--- config.mk ---
export PLATFORM = sky130hd
export DESIGN_NAME = lap_stopwatch
export DESIGN_NICKNAME = d
export VERILOG_FILES = /design/src/rtl/lap_stopwatch.sv
export SDC_FILE = /design/constraint.sdc
export NUM_CORES = 1
export LEC_CHECK = 0
export CORE_UTILIZATION = 25
export CTS_BUF_LIST = sky130_fd_sc_hd__clkbuf_16
export CTS_CLUSTER_DIAMETER = 60
export DETAILED_ROUTE_END_ITERATION = 12
export PLACE_DENSITY = 0.54
export SETUP_SLACK_MARGIN = 0.15
export SYNTH_ARGS = -nofsm -noshare
export SYNTH_HDL_FRONTEND = slang
export SYNTH_SLANG_ARGS = --single-unit
--- constraint.sdc ---
create_clock -name clk -period 2.93 [get_ports clk]
set_input_delay 0.4395 -clock clk [delete_from_list [all_inputs] [get_ports clk]]
set_output_delay 0.4395 -clock clk [all_outputs]
set_load 0.1 [all_outputs]
--- src/rtl/lap_stopwatch.sv ---
// Lap stopwatch: prescaled BCD counter with start/stop/clear control and a sticky full-scale overflow flag.
// Optional lap freeze of the display is built when LAP_STOPWATCH_LAP_EN is defined.
module lap_stopwatch #(
  parameter int unsigned TICK_DIV   = 1000000,
  parameter int unsigned TICK_W     = 20,
  parameter int unsigned NUM_DIGITS = 4,
  parameter int unsigned TOP_MOD    = 6
) (
  input  logic                    clk,
  input  logic                    reset,
  input  logic                    start_stop,
  input  logic                    clear,
  input  logic                    lap,
  output logic [4*NUM_DIGITS-1:0] digits,
  output logic                    running,
  output logic                    overflow,
  output logic                    lap_hold
);
  localparam int unsigned       DW        = 4 * NUM_DIGITS;
  localparam logic [TICK_W-1:0] TICK_LAST = TICK_W'(TICK_DIV - 1);
  localparam logic [3:0]        TOP_LAST  = 4'(TOP_MOD - 1);

  typedef enum logic [1:0] {IDLE, RUN, PAUSE} state_e;

  state_e            state_q, state_d;
  logic [TICK_W-1:0] presc_q, presc_d;
  logic [DW-1:0]     cnt_q, cnt_d;
  logic [DW-1:0]     disp_q, disp_d;
  logic              ovf_q, ovf_d;
  logic              run_q, run_d;
  logic              hold_q, hold_d;
  logic              tick, do_clear, carry;
  logic [3:0]        dig, dig_last;

  // Control FSM, prescaler and ripple-carry BCD counter.
  always_comb begin
    state_d  = state_q;
    presc_d  = presc_q;
    cnt_d    = cnt_q;
    ovf_d    = ovf_q;
    dig      = '0;
    dig_last = '0;
    tick     = (state_q == RUN) && (presc_q == TICK_LAST);
    do_clear = clear && (state_q != RUN);
    carry    = tick;

    if (do_clear) begin
      state_d = IDLE;
    end else if (start_stop) begin
      case (state_q)
        IDLE:    state_d = RUN;
        RUN:     state_d = PAUSE;
        PAUSE:   state_d = RUN;
        default: state_d = IDLE;
      endcase
    end

    if (state_q == RUN) begin
      presc_d = tick ? '0 : presc_q + TICK_W'(1);
    end

    for (int unsigned i = 0; i < NUM_DIGITS; i++) begin
      dig      = cnt_q[4*i +: 4];
      dig_last = (i == NUM_DIGITS - 1) ? TOP_LAST : 4'd9;
      if (carry) begin
        if (dig == dig_last) begin
          cnt_d[4*i +: 4] = 4'd0;
        end else begin
          cnt_d[4*i +: 4] = dig + 4'd1;
          carry           = 1'b0;
        end
      end
    end
    // Carry out of the top digit means every digit wrapped.
    if (carry) ovf_d = 1'b1;

    if (do_clear) begin
      presc_d = '0;
      cnt_d   = '0;
      ovf_d   = 1'b0;
    end

    run_d = (state_d == RUN);
  end

`ifdef LAP_STOPWATCH_LAP_EN
  logic [DW-1:0] lap_q, lap_d;

  // Lap toggles the frozen display; capture takes the post-edge count.
  always_comb begin
    lap_d  = lap_q;
    hold_d = hold_q;
    if (do_clear) begin
      hold_d = 1'b0;
    end else if (lap && hold_q) begin
      hold_d = 1'b0;
    end else if (lap && (state_q == RUN)) begin
      lap_d  = cnt_d;
      hold_d = 1'b1;
    end
    disp_d = hold_d ? lap_d : cnt_d;
  end

  always_ff @(posedge clk or posedge reset) begin
    if (reset) lap_q <= '0;
    else       lap_q <= lap_d;
  end
`else
  logic unused_lap;
  assign unused_lap = lap;
  assign hold_d     = 1'b0;
  assign disp_d     = cnt_d;
`endif

  always_ff @(posedge clk or posedge reset) begin
    if (reset) begin
      state_q <= IDLE;
      presc_q <= '0;
      cnt_q   <= '0;
      disp_q  <= '0;
      ovf_q   <= 1'b0;
      run_q   <= 1'b0;
      hold_q  <= 1'b0;
    end else begin
      state_q <= state_d;
      presc_q <= presc_d;
      cnt_q   <= cnt_d;
      disp_q  <= disp_d;
      ovf_q   <= ovf_d;
      run_q   <= run_d;
      hold_q  <= hold_d;
    end
  end

  assign digits   = disp_q;
  assign running  = run_q;
  assign overflow = ovf_q;
  assign lap_hold = hold_q;

endmodule

**After elaboration in Yosys (flattened, before gate mapping)**

Index checks and enable logic that the tools add are counted.

- Register bits: 40
- Input port bits: 5
- Output and inout bits: 19
- Logic and storage cells: 57

- Add/subtract/negate cells: 5
- Equality and inequality tests: 9
- Muxes and demuxes: 25
- Reduce and logical (&&, ||, !) cells: 10

Operators with widths:

| cell | count |
|---|---|
| 20-bit 2-to-1 mux | 3 |
| 4-bit 2-to-1 mux | 8 |
| 20-bit by 1-bit adder with 20-bit output, second input constant | 1 |
| 20-bit equality test, second input constant | 1 |
| 4-bit by 1-bit adder with 4-bit output, second input constant | 4 |
| 16-bit 2-to-1 mux | 1 |
| 4-bit equality test, second input constant | 3 |
| 2-bit nonzero test | 6 |
| 1-bit 2-to-1 mux | 10 |
| 2-bit by 1-bit equality test with 1-bit output, second input constant | 2 |
| 4-bit by 3-bit equality test with 1-bit output, second input constant | 1 |
| 2-bit 2-to-1 mux | 2 |
| 2-bit case mux with 2 select lines | 1 |
| 2-bit equality test, second input constant | 1 |
| 1-bit logical AND | 2 |
| 2-bit logical NOT | 1 |
| 2-bit by 1-bit != test with 1-bit output, second input constant | 1 |
| 2-bit OR reduction | 1 |

**Longest topological paths before layout**

Gate-level depths: netlist of the first run.

- Depth in word-level cells: 8
- Depth in mapped cells: 8
- Mapped depth without buffers: 6

**Worst setup path before layout of the first run**

No wires, ideal clock.

- Kind: register to register
- From: register, netlist name digits[4]
- To: register disp_q[11], in the netlist digits[11]
- Library setup time: 0.078 ns
- Arrival: 2.380 ns
- Required time: 2.852 ns
- Setup slack: 0.472 ns
- Stages on the path, launching flop included: 7
- Path buffers: 1
- Period minus slack after synthesis: 2.458 ns
- Cell sequence: dfrtp_1 > ha_1 > and3b_1 > clkbuf_1 > nand4_1 > or4_1 > a21oi_1

RTL lines:

| element | RTL line | RTL |
|---|---|---|
| end signal: assignment | 128 | `disp_q <= disp_d;` |
| end: declaration | 28 | `logic [DW-1:0] disp_q, disp_d;` |

**Worst setup path after layout of the first run**

- From: register presc_q[0]
- To: register disp_q[5], in the netlist digits[5]

- Cells in the longest elaborated chain, start to end: 4

Ends and longest elaborated chain:

| element | RTL line | RTL |
|---|---|---|
| start: declaration | 26 | `logic [TICK_W-1:0] presc_q, presc_d;` |
| start signal: assignment | 126 | `presc_q <= presc_d;` |
| 20-bit equality test | 43 | `tick = (state_q == RUN) && (presc_q == TICK_LAST);` |
| 1-bit logical AND | 43 |  |
| 1-bit 2-to-1 mux | 65 | `if (carry) begin` |
| 2-bit nonzero test (no line) | -- |  |

No other way between the ends.
A chain may end at the register's enable or synchronous reset.

==> results.sh, run 1 <==
export IMPL_clk_pin_slew_ns=0.06
export IMPL_rsz0062_at_grt="no"
export IMPL_insertedDiodeCount=0
export IMPL_core_mm2=0.00915
export IMPL_area_growth_pct=16.3
export IMPL_fillers=951
export IMPL_synth_seq_cells=40
export IMPL_synth_area_leaders="dfrtp_1 (43%), ha_1 (4.8%), o21ai_0 (3.8%)"
export IMPL_synthFlopType="dfrtp_1"
export IMPL_critPathLaunchType="flop"
export IMPL_yosys_area_share_simple=0.266
export IMPL_vias=1968
export IMPL_root_buffer="clkbuf_16"
export IMPL_grt_max_degree=41
export IMPL_cpMaxStageDelayCell="or4_1"
export IMPL_die_h_um=99.0
export IMPL_maxSlewViolCount=0
export IMPL_port_buffer_count=21
export IMPL_cp_cell_sequence="ha_1 -> and2_1 -> nand4_2 -> or4_1 -> a21oi_1"
export IMPL_grt_overflow=0
export IMPL_regArea_mm2=0.00100
export IMPL_antenna_found_initial=0
export IMPL_synth_fa_ha_area_frac=0.0479
export IMPL_die_x_um=99.0
export IMPL_setup_viol=0
export IMPL_cp_required_ns=3.13
export IMPL_ctsResizeCount=0
export IMPL_synth_area_mux_share=0.0261
export IMPL_max_clock_freq_mhz=436
export IMPL_dieArea_mm2=0.00979
export IMPL_io_pins=24
export IMPL_initial_core_util=0.257
export IMPL_htree_num_levels=2
export IMPL_synth_most_common_cell="dfrtp_1"
export IMPL_rr_worst_depth=5
export IMPL_via_per_inst=5.28
export IMPL_syn_area_per_cell_um2=9.51
export IMPL_synth_top_area_share=0.426
export IMPL_fin_tns_setup_ns=0
export IMPL_post_dp_hpwl_um=3570
export IMPL_r2r_slack_ns=0.64
export IMPL_r2r_end="digits[5]"
export IMPL_synth_compound_area_frac=0.165
export IMPL_grt_pass1_wl_um=9200
export IMPL_grt_pass1_vias=1875
export IMPL_maxCapViolCount=0
export IMPL_synthTopCellsByCount="dfrtp_1 (40), nand2_1 (18), o21ai_0 (18)"
export IMPL_max_slew_margin=0.545
export IMPL_drt_iter0_drc=66
export IMPL_clock_sinks=40
export IMPL_hp_class="flop to flop"
export IMPL_drc=0
export IMPL_clock_path_buffers=2
export IMPL_p_leak_nw=1.19
export IMPL_hold_violations=0
export IMPL_holdPathStages=2
export IMPL_ys_warn_count=0
export IMPL_hold_end="overflow"
export IMPL_critPathKind="flop to flop"
export IMPL_vdd_drop_max_mv=0.441
export IMPL_min_period_over_period=0.782
export IMPL_syn_inst=247
export IMPL_nets=276
export IMPL_whs_ns=0.486
export IMPL_numCtsBuffers=5
export IMPL_clock_latency_ns=0.28
export IMPL_holdCritStartpoint="overflow"
export IMPL_cts_setup_buffers=0
export IMPL_cp_arrival_ns=2.49
export IMPL_drive_gt1_frac=0.137
export IMPL_cpPeakStageDelay_ns=0.66
export IMPL_power_mw=1.41
export IMPL_synth_top_family_by_area="simple AND/OR/NAND/NOR gates"
export IMPL_p_per_area_mw_per_mm2=516
export IMPL_track_usage=0.117
export IMPL_synth_top_cell_by_area="dfrtp_1"
export IMPL_synth_xor_area_share=0.0224
export IMPL_routabilityCongestion=0.713
export IMPL_multi_input_area_mm2=0.00124
export IMPL_fp_row_count=35
export IMPL_postCtsHoldBufs=0
export IMPL_crit_path_end_kind="flop"
export IMPL_drtAntennaViolNets=0
export IMPL_r2r_start="presc_q[0]"
export IMPL_status="finished clean"
export IMPL_synth_edf_count=0
export IMPL_syn_num_nets=261
export IMPL_period_needed_ns=2.29
export IMPL_path_max_fanout=22
export IMPL_synth_area_mm2=0.00235
export IMPL_ys_async_sr_fraction=1.00
export IMPL_yosysSeqAreaShare=0.426
export IMPL_finClkSkew_ns=0.00272
export IMPL_wl_um=5320
export IMPL_firstDrtPassIters=4
export IMPL_ys_types=46
export IMPL_cts_tree="yes"
export IMPL_wire_per_inst_um=14.3
export IMPL_tightest_slew_ns=0.683
flip-flops by register name, summed over array words and instances (netlist names):
register  cells
digits       16
overflow      1
presc_q      20
running       1
state_q       2
power by group:
group          switching, mW  internal [mW]
Clock                  0.207          0.306
Sequential            0.0253          0.584
Combinational          0.208         0.0790
worst max path at each step:
stage | startpoint | endpoint | slack, ns | depth (start not counted)
after floorplan | digits[4] | digits[11] | 0.47 | 6
after detailed placement | clear | digits[10] | 0.55 | 4
after CTS | presc_q[0] | digits[9] | 0.67 | 5
after global placement | clear | digits[10] | 0.58 | 4
after global routing | presc_q[0] | digits[11] | 0.48 | 5
final | presc_q[0] | digits[5] | 0.64 | 5
final cells by class:
class	count	area share
timing repair buffer	24	0.0687
tap	111	0.0508
clock inverter	2	0.00321
inverter	8	0.0110
sequential	40	0.366
multi-input combinational	183	0.454
clock buffer	5	0.0458
worst max-delay path, delay by kind of cell (launching register included):
kind	cells	cell delay [ns]
compound gates	1	0.16
flops	1	0.38
fa+ha+maj	1	0.20
simple gates	3	1.48
cells by family after synthesis:
| family | Yosys count |
|---|---|
| xor gates and xnor gates | 6 |
| and+or+nand+nor | 101 |
| buffers and inverters | 24 |
| DFF | 40 |
| muxes | 6 |
| adders and majority gates | 9 |
| other | 1 |
| AOI/OAI and AO/OA | 60 |
cells in the final DEF, fill, tap and decap left out, drive strengths merged, types with 2 or more instances in the layout:
cell type | netlist | layout
a21oi | 17 | 17
a31o | 3 | 3
a31oi | 2 | 2
a32o | 2 | 2
and2 | 6 | 6
and3 | 6 | 6
and3b | 4 | 4
and4 | 4 | 4
buf | 6 | 21
clkbuf | 10 | 5
clkdlybuf4s50 | 0 | 3
dfrtp | 40 | 40
ha | 9 | 9
inv | 8 | 9
mux2i | 5 | 5
nand2 | 18 | 18
nand3 | 8 | 8
nand4 | 5 | 5
nor2 | 12 | 12
nor2b | 2 | 2
nor3 | 8 | 8
nor4b | 2 | 2
o2111ai | 4 | 4
o211ai | 3 | 3
o21ai | 18 | 18
o31ai | 6 | 6
or3 | 9 | 9
or4 | 12 | 12
xor2 | 5 | 5
stage by stage:
stage	utilization	cells	instance area (µm²)	setup slack (ns)
final	0.299	373	2730	0.638
after global routing	0.299	373	2730	0.477
after floorplan	-	247	2350	0.472
after global placement	0.284	366	2600	0.578
after CTS	0.299	373	2730	0.673
after detailed placement	0.284	366	2600	0.555
layer usage:
metal  GRT usage  routed length, µm  share of wire  up-vias
met5           0                  0              0        -
met4      0.0310                 51         0.0096        0
met3      0.0284                199          0.037        4
met2       0.182               2490           0.47       39
met1       0.161               2580           0.48      971
li1            -                  -              -      954
Note: power is estimated with default switching activity, not from simulation.
==> run 2: changes to the inputs <==
clock period = 2.2 ns   (was 2.93 ns; I/O delays follow)
==> run 2 against run 1 <==
Sequential share of layout area is 1.1 points lower; critical path depth rose by 2; cell count increased by 4.3%; design area grew 4.9%; hold slack worse by 0.047 ns; critical path type unchanged; via count is 2.9% higher.
==> results.sh, run 2 (same netlist as run 1, synthesis figures left out) <==
export IMPL_drive_gt1_frac=0.216
export IMPL_timing_final_ws_setup_ns=0.287
export IMPL_initial_core_util=0.257
export IMPL_top_register="presc_q"
export IMPL_wire_per_inst_um=14.2
export IMPL_critPathLaunchType="flop"
export IMPL_place_inst=379
export IMPL_die_x_um=99.0
export IMPL_port_buffer_count=21
export IMPL_vias=2025
export IMPL_nets=291
export IMPL_antenna_found_initial=0
export IMPL_htree_num_levels=2
export IMPL_power_frac_comb=0.214
export IMPL_cp_depth=7
export IMPL_setup_viol=0
export IMPL_root_buffer="clkbuf_16"
export IMPL_place_ws_ns=0.157
export IMPL_critPathCapture="digits[11]"
export IMPL_rr_worst_depth=7
export IMPL_drt_iter0_drc=78
export IMPL_seqPwrFrac=0.422
export IMPL_numCtsBuffers=5
export IMPL_largest_register_ffs=20
export IMPL_clock_sinks=40
export IMPL_cp_top_family="simple AND/OR/NAND/NOR gates"
export IMPL_max_clock_freq_mhz=523
export IMPL_switching_share=0.315
export IMPL_drc=0
export IMPL_firstDrtPassIters=4
export IMPL_r2r_start="digits[1]"
export IMPL_p_sw_uw=604
export IMPL_insertedDiodeCount=0
export IMPL_fillers=951
export IMPL_p_per_area_mw_per_mm2=670
export IMPL_cts_tree="yes"
export IMPL_finClkSkew_ns=0.00483
export IMPL_power_mw=1.92
export IMPL_core_mm2=0.00915
export IMPL_r2r_slack_ns=0.29
export IMPL_r2r_end="digits[11]"
export IMPL_crit_path_end_kind="flop"
export IMPL_hp_class="input port to async pin"
export IMPL_clk_pin_slew_ns=0.06
export IMPL_clock_path_buffers=2
export IMPL_instances_no_fill=389
export IMPL_hold_violations=0
export IMPL_cp_cell_sequence="inv_1 -> ha_1 -> and3b_1 -> nand4_1 -> buf_4 -> or4_1 -> a21oi_1"
export IMPL_p_leak_nw=1.25
export IMPL_clock_latency_ns=0.28
export IMPL_grt_max_degree=32
export IMPL_crit_buf_inv=2
export IMPL_post_dp_hpwl_um=3870
export IMPL_whs_ns=0.440
export IMPL_grt_overflow=0
export IMPL_period_needed_ns=1.91
export IMPL_min_period_over_period=0.869
export IMPL_critPathKind="flop to flop"
export IMPL_clockPowerShare=0.364
export IMPL_grt_pass1_wl_um=9830
export IMPL_track_usage=0.125
export IMPL_final_cell_mix="buf_4 (36), dfrtp_1 (30), nand2_1 (18), o21ai_0 (18), a21oi_1 (17)"
export IMPL_io_pins=24
export IMPL_dieArea_mm2=0.00979
export IMPL_maxCapViolCount=0
export IMPL_cpMaxStageDelayCell="or4_1"
export IMPL_drtAntennaViolNets=0
export IMPL_routabilityCongestion=0.765
export IMPL_area_growth_pct=21.9
export IMPL_fin_tns_setup_ns=0
export IMPL_rsz0062_at_grt="no"
export IMPL_die_h_um=99.0
export IMPL_path_max_fanout=8
export IMPL_status="finished clean"
export IMPL_fp_row_count=35
export IMPL_via_per_inst=5.21
export IMPL_final_common_cell="buf_4"
export IMPL_wl_um=5520
export IMPL_grt_pass1_vias=1940
export IMPL_cp_required_ns=2.41
export IMPL_cp_arrival_ns=2.12
export IMPL_maxSlewViolCount=0
export IMPL_startpoint="digits[1]"
export IMPL_cpPeakStageDelay_ns=0.47
export IMPL_power_internal_mw=1.31
export IMPL_vdd_drop_max_mv=0.858
-- run 2: changes by cell type in the layout (fill, tap and decap cells not counted), sizes merged --
| cell | change |
|---|---|
| inv | +1 |
| buf | +15 |
-- run 2: worst register-to-register path, delay by kind of cell (launching register included) --
family | cells | cell delay (ns)
adders and majority gates | 1 | 0.12
AOI/OAI and AO/OA | 1 | 0.15
buffers and inverters | 2 | 0.24
and+or+nand+nor | 3 | 0.90
DFF | 1 | 0.42
-- run 2: what timing repair did --
action                                  4_1_cts  5_1_grt
hold buffers                                  0        0
buffers inserted                              0        2
endpoints found under the setup margin        0        5
gates resized for setup                       0        0
-- run 2: final cells by class --
cell class | count | area (µm²) | share of cell area
multi-input combinational | 183 | 1240 | 0.433
sequential | 40 | 1020 | 0.355
timing repair buffer | 39 | 300 | 0.105
tap | 111 | 139 | 0.0485
clock buffer | 5 | 125 | 0.0437
inverter | 8 | 30.0 | 0.0105
clock inverter | 3 | 11.3 | 0.00393
-- run 2: per-stage QoR --
stage	cell area [µm²]	util
final	2870	0.313
after global routing	2870	0.313
after CTS	2850	0.311
after detailed placement	2710	0.297
after global placement	2710	0.297
after floorplan	2370	-
-- run 2: worst min-delay path by stage --
stage	slack [ns]	endpoint	depth (start not counted)	from
finish	0.44	presc_q[14]	3	reset
global route	0.54	presc_q[14]	3	reset
CTS	0.46	presc_q[12]	3	reset
detailed placement	0.47	overflow	2	overflow
global placement	0.47	overflow	2	overflow
floorplan	0.46	presc_q[2]	1	presc_q[2]
-- run 2: power by group through the flow --
stage	registers, mW	clock network, mW	logic (mW)
floorplan	0.878	0	0.225
global placement	0.822	0	0.410
detailed placement	0.821	0	0.413
CTS	0.809	0.715	0.416
global route	0.815	0.759	0.456
finish	0.809	0.699	0.411
-- run 2: per-layer routing --
metal	GRT usage	up-vias	routed length, µm
met4	0.0356	0	60
li1	-	984	-
met1	0.184	1003	2820
met3	0.0284	4	178
met5	0	-	0
met2	0.182	34	2470
